--- config.mk ---
export PLATFORM = sky130hd
export DESIGN_NAME = ps2_kbd_ctrl
export DESIGN_NICKNAME = d
export VERILOG_FILES = /design/src/rtl/ps2_kbd_ctrl.sv
export SDC_FILE = /design/constraint.sdc
export NUM_CORES = 1
export LEC_CHECK = 0
export BUFFER_PORTS_ARGS = -buffer_cell sky130_fd_sc_hd__buf_4
export CORE_UTILIZATION = 55
export DETAILED_ROUTE_END_ITERATION = 8
export PLACE_DENSITY = 0.81
export SLEW_MARGIN = 20
export SYNTH_ARGS = -nofsm -noshare
export SYNTH_HDL_FRONTEND = slang
export SYNTH_SLANG_ARGS = --single-unit
--- constraint.sdc ---
create_clock -name clk -period 3.9 [get_ports clk]
set_input_delay 0.39 -clock clk [delete_from_list [all_inputs] [get_ports clk]]
set_output_delay 0.39 -clock clk [all_outputs]
set_load 0.01 [all_outputs]
--- src/rtl/ps2_kbd_ctrl.sv ---
// ps2_kbd_ctrl: receive side of the PS/2 keyboard port.
// Synchronizes the raw PS/2 pins, frames bytes (start, 8 data, odd parity,
// stop, with a timeout), folds E0/F0 prefixes into key events and queues
// those events in a FIFO that the CPU pops through the keyboard register.
module ps2_kbd_ctrl #(
  parameter int TIMEOUT_CYCLES = 5000,
  parameter int FIFO_DEPTH     = 8
) (
  input  logic        clk,
  input  logic        rst_n,
  input  logic        ps2_clk,
  input  logic        ps2_data,
  input  logic        ren,
  output logic [15:0] data,
  output logic        irq
);

  localparam int AW = $clog2(FIFO_DEPTH);
  localparam int TW = $clog2(TIMEOUT_CYCLES) + 1;
  localparam logic [TW-1:0] TMO_LAST = TW'(TIMEOUT_CYCLES - 1);

  typedef enum logic [1:0] {IDLE, DATA, PARITY, STOP} state_t;

  // Synchronizer and edge-history flops
  logic clk_s1_reg, clk_s2_reg, clk_hist_reg;
  logic data_s1_reg, data_s2_reg;
  logic fe;

  // Framing state
  state_t        state_reg, state_next;
  logic [2:0]    bit_cnt_reg, bit_cnt_next;
  logic [7:0]    shift_reg, shift_next;
  logic          par_reg, par_next;
  logic [TW-1:0] tmo_cnt_reg, tmo_cnt_next;
  logic          byte_vld_reg, byte_vld_next;
  logic [7:0]    byte_reg;
  logic          frame_bad;

  // Prefix decode
  logic ext_pend_reg, ext_pend_next;
  logic brk_pend_reg, brk_pend_next;
  logic push_evt;
  logic [9:0] push_entry;

  // Event FIFO
  logic [9:0]  mem [FIFO_DEPTH];
  logic [AW:0] wr_ptr_reg, rd_ptr_reg;
  logic        empty, full, pop, push, ovf_set;
  logic [9:0]  head;

  // Sticky status flags
  logic ovf_reg, ovf_next;
  logic err_reg, err_next;

  // A falling edge is a 1 in history followed by a 0 in the synced flop.
  assign fe = clk_hist_reg & ~clk_s2_reg;

  // Pin synchronizers; all reset to 1 so leaving reset never looks like an edge
  always_ff @(posedge clk) begin
    if (!rst_n) begin
      clk_s1_reg   <= 1'b1;
      clk_s2_reg   <= 1'b1;
      clk_hist_reg <= 1'b1;
      data_s1_reg  <= 1'b1;
      data_s2_reg  <= 1'b1;
    end else begin
      clk_s1_reg   <= ps2_clk;
      clk_s2_reg   <= clk_s1_reg;
      clk_hist_reg <= clk_s2_reg;
      data_s1_reg  <= ps2_data;
      data_s2_reg  <= data_s1_reg;
    end
  end

  // Frame sequencer next-state: advances only on fe, except the timeout abort
  always_comb begin
    state_next    = state_reg;
    bit_cnt_next  = bit_cnt_reg;
    shift_next    = shift_reg;
    par_next      = par_reg;
    byte_vld_next = 1'b0;
    frame_bad     = 1'b0;
    if (state_reg == IDLE || fe) tmo_cnt_next = '0;
    else                         tmo_cnt_next = tmo_cnt_reg + TW'(1);

    if (fe) begin
      case (state_reg)
        IDLE: begin
          // A high sample here is just line noise, not an error.
          if (!data_s2_reg) begin
            state_next   = DATA;
            bit_cnt_next = 3'd0;
          end
        end
        DATA: begin
          shift_next   = {data_s2_reg, shift_reg[7:1]};
          bit_cnt_next = bit_cnt_reg + 3'd1;
          if (bit_cnt_reg == 3'd7) state_next = PARITY;
        end
        PARITY: begin
          par_next   = data_s2_reg;
          state_next = STOP;
        end
        STOP: begin
          state_next = IDLE;
          if (data_s2_reg && ((^shift_reg) ^ par_reg)) byte_vld_next = 1'b1;
          else                                         frame_bad     = 1'b1;
        end
        default: state_next = IDLE;
      endcase
    end else if (state_reg != IDLE && tmo_cnt_reg == TMO_LAST) begin
      state_next   = IDLE;
      tmo_cnt_next = '0;
      frame_bad    = 1'b1;
    end
  end

  // Frame sequencer registers, including the one-cycle accepted-byte strobe
  always_ff @(posedge clk) begin
    if (!rst_n) begin
      state_reg    <= IDLE;
      bit_cnt_reg  <= 3'd0;
      shift_reg    <= 8'd0;
      par_reg      <= 1'b0;
      tmo_cnt_reg  <= '0;
      byte_vld_reg <= 1'b0;
      byte_reg     <= 8'd0;
    end else begin
      state_reg    <= state_next;
      bit_cnt_reg  <= bit_cnt_next;
      shift_reg    <= shift_next;
      par_reg      <= par_next;
      tmo_cnt_reg  <= tmo_cnt_next;
      byte_vld_reg <= byte_vld_next;
      if (byte_vld_next) byte_reg <= shift_reg;
    end
  end

  // Prefix folding: E0/F0 only arm flags, any other byte becomes an event
  always_comb begin
    ext_pend_next = ext_pend_reg;
    brk_pend_next = brk_pend_reg;
    push_evt      = 1'b0;
    push_entry    = {ext_pend_reg, brk_pend_reg, byte_reg};
    if (frame_bad) begin
      ext_pend_next = 1'b0;
      brk_pend_next = 1'b0;
    end else if (byte_vld_reg) begin
      if (byte_reg == 8'hE0) begin
        ext_pend_next = 1'b1;
      end else if (byte_reg == 8'hF0) begin
        brk_pend_next = 1'b1;
      end else begin
        push_evt      = 1'b1;
        ext_pend_next = 1'b0;
        brk_pend_next = 1'b0;
      end
    end
  end

  // FIFO control and sticky flags; a set in the same cycle as ren wins
  assign empty   = (wr_ptr_reg == rd_ptr_reg);
  assign full    = (wr_ptr_reg[AW] != rd_ptr_reg[AW]) &&
                   (wr_ptr_reg[AW-1:0] == rd_ptr_reg[AW-1:0]);
  assign pop     = ren & ~empty;
  assign push    = push_evt & (~full | pop);
  assign ovf_set = push_evt & full & ~pop;

  always_comb begin
    ovf_next = ovf_set   | (ovf_reg & ~ren);
    err_next = frame_bad | (err_reg & ~ren);
  end

  // Prefix flags, FIFO pointers and sticky status
  always_ff @(posedge clk) begin
    if (!rst_n) begin
      ext_pend_reg <= 1'b0;
      brk_pend_reg <= 1'b0;
      wr_ptr_reg   <= '0;
      rd_ptr_reg   <= '0;
      ovf_reg      <= 1'b0;
      err_reg      <= 1'b0;
    end else begin
      ext_pend_reg <= ext_pend_next;
      brk_pend_reg <= brk_pend_next;
      if (push) wr_ptr_reg <= wr_ptr_reg + (AW+1)'(1);
      if (pop)  rd_ptr_reg <= rd_ptr_reg + (AW+1)'(1);
      ovf_reg      <= ovf_next;
      err_reg      <= err_next;
    end
  end

  // FIFO storage; the head is read combinationally so a pop shows the next
  // entry in the very next cycle
  always_ff @(posedge clk) begin
    if (push) mem[wr_ptr_reg[AW-1:0]] <= push_entry;
  end

  assign head = empty ? 10'd0 : mem[rd_ptr_reg[AW-1:0]];
  assign data = {~empty, ovf_reg, err_reg, 3'b000, head};
  assign irq  = ~empty;

endmodule

==> results.cfg <==
[placed_design]
dp_slack_ns = 1.09
dpl.cell_count = 556
place_hpwl_um = 6240
portBuffers = 18
gp_congestion = 0.781

[layout]
largest_reg_flops = 80
diodes = 0
stdcell_count = 588
drive_gt1_share_pct = 19.6
fill_cells = 747
layout.nets = 456
syn_to_final_growth_pct = 15.3

[sta]
tns_ns = 0
post-route-min-period_ns = 2.83
fmax_ghz = 0.353
relSlewSlack_pct = 35.1
skew_ns = 0.0117
tightest_slew_ns = 0.972
setup_slack_ns = 1.07
rsz0062_at_grt = no
slew_viol_final = 0
hold_viol_final = 0
finalSetupViolCount = 0
finalCritPeriodShare_pct = 72.7

[drt]
firstDrtPassIters = 4
routed_wl_um = 10200
vias = 3298
wl_per_cell_um = 17.4
drc = 0
drt_iter0_drc = 118
via_per_inst = 5.61
final_antenna_net_count = 0

[logic_synthesis]
yosysSeqAreaShare_pct = 63.1
synth.distinct_cells = 43
ys_ff_latch = 137
syn_area_um2 = 5610
yosys_warnings = 0
synthCells = 417
synth_area_per_cell_um2 = 13.5
synth_ff_type = edfxtp_1
synth-edff-count = 80
async_flop_share_pct = 0

[global_route]
grt.total_usage_pct = 21.9
grt-ovfl-total = 0
antenna_found_initial = 0
grt_max_degree = 33
grt_pass1_wl_um = 16500
grt_pass1_vias = 3326

[clocking]
cts_root_buffer = clkbuf_8
cts_inserted_buffers = 17
clkLatencyLatePin_ns = 0.52
cts_max_level = 4
path_clk_slew_ns = 0.06
cts_hold_buf = 0
tritoncts = built
cts_setup_buffers = 0
cts_sinks = 137
cts-resized-gates = 0
clk_path_buf_depth = 2

[setup_path]
cp-start-kind = flip-flop
rr_startpoint = shift_reg[3]
critPathArrivalTime_ns = 2.97
crit_required_ns = 4.04
r2r_cells = 5
ff2ff_setup_slack_ns = 1.07
end_kind = flip-flop
cp_max_fo = 12
crit_type = reg2reg
r2r_end = mem[7][2]

[min_path]
hold_path_end = clk_s1_reg
hp-class = in2reg
hp-start = ps2_clk
holdPathStages = 2

[floorplanning]
die_y_um = 103
dieArea_um2 = 10600
row_count = 36
die_w_um = 103
ios = 22
start_util_pct = 57.1
coreArea_um2 = 9820

[outcome]
status = completed

[power_and_ir_drop]
ir_drop_mv = 0.263
power.density_nw_per_um2 = 470
p_leak_nw = 2.30

[run]
maxCapViolCount = 0
## metal layers
| metal | vias to the layer above | share of wire [%] | global-route usage, % |
|---|---|---|---|
| met5 | - | 0 | 0 |
| met4 | 0 | 1.6 | 9.53 |
| met3 | 13 | 3.1 | 6.44 |
| met2 | 57 | 52 | 37.5 |
| met1 | 1657 | 43 | 25.6 |
| li1 | 1571 | - | - |
## placed cells by master (no fill, tap or decap), types with 4 or more instances in the layout
master / n
edfxtp_1: 80
dfxtp_1: 57
nor2_1: 46
nand2_1: 30
buf_4: 29
mux4_2: 20
mux2i_1: 18
nand3_1: 18
a21oi_1: 17
clkbuf_16: 16
xor2_1: 15
inv_1: 12
o21ai_0: 9
ha_1: 9
xnor2_1: 7
nor3_1: 6
nand2b_1: 6
and3_1: 5
inv_6: 4
clkinv_2: 4
## cell usage after synthesis (4+ instances only)
cell type / count / area (um2)
a21oi_1: 17 / 85.1
mux2i_1: 18 / 180
nand2b_1: 6 / 37.5
nand3_1: 18 / 90.1
xor2_1: 15 / 131
and3_1: 5 / 31.3
buf_4: 6 / 45.0
xnor2_1: 7 / 61.3
nor4b_1: 4 / 35.0
ha_1: 9 / 113
nor3_1: 6 / 30.0
dfxtp_1: 57 / 1140
nand2_1: 30 / 113
nor2_1: 46 / 173
inv_1: 12 / 45.0
o21ai_0: 9 / 45.0
edfxtp_1: 80 / 2400
mux4_2: 20 / 450
clkbuf_1: 16 / 60.1
## worst max-delay path by stage
stage	startpoint	cells past startpoint	end	slack, ns
3_3_place_gp	shift_reg[7]	5	mem[7][6]	1.27
3_5_place_dp	shift_reg[7]	5	mem[7][0]	1.09
6_report	shift_reg[3]	5	mem[7][2]	1.07
2_1_floorplan	shift_reg[7]	5	mem[1][0]	0.94
5_1_grt	shift_reg[3]	5	mem[7][2]	0.88
4_1_cts	shift_reg[3]	5	mem[7][2]	1.03
## worst max-delay path, stage by stage (launching register included)
cell	delay [ns]
dfxtp_1	0.41
xor2_1	0.20
xnor3_1	0.47
mux2i_4	0.44
o2111ai_4	0.21
nor2_1	0.71
## area by class of cell
cell class | count | area [um2] | area share, %
clock buffers | 18 | 418 | 6.46
clock inverters | 14 | 145 | 2.24
inverters | 12 | 45.0 | 0.696
multi-input cells | 245 | 1940 | 29.9
flip-flops and latches | 137 | 3540 | 54.7
well taps | 133 | 166 | 2.57
repair buffers | 29 | 218 | 3.36
## power by group
group / switching (mW) / total [mW] / internal [mW]
combinational: 0.0136 / 0.0203 / 0.00666
sequential: 0.00142 / 1.52 / 1.52
clock: 0.591 / 1.50 / 0.911
## cells by family (layout without fill, tap and decap cells)
group / after synthesis / in the layout / share of synthesized area, %
compound gates: 37 / 37 / 4.44
buf+inv: 37 / 73 / 2.92
simple gates: 131 / 131 / 11.1
other cells: 1 / 3 / 0.0668
mux: 41 / 41 / 12.0
fa+ha+maj: 9 / 9 / 2.01
xor+xnor: 24 / 24 / 4.24
flops: 137 / 137 / 63.1
## stage by stage
step / hold slack [ns] / utilization, % / power, mW / area [um2]
floorplan: 0.386 / - / 1.56 / 5620
global placement: 0.390 / 60.2 / 1.57 / 5910
detailed placement: 0.397 / 60.2 / 1.57 / 5910
CTS: 0.0278 / 65.9 / 3.06 / 6470
global route: 0.0415 / 65.9 / 3.13 / 6470
finish: 0.0501 / 65.9 / 3.04 / 6470
No activity file was read; power rests on OpenSTA's default activity.
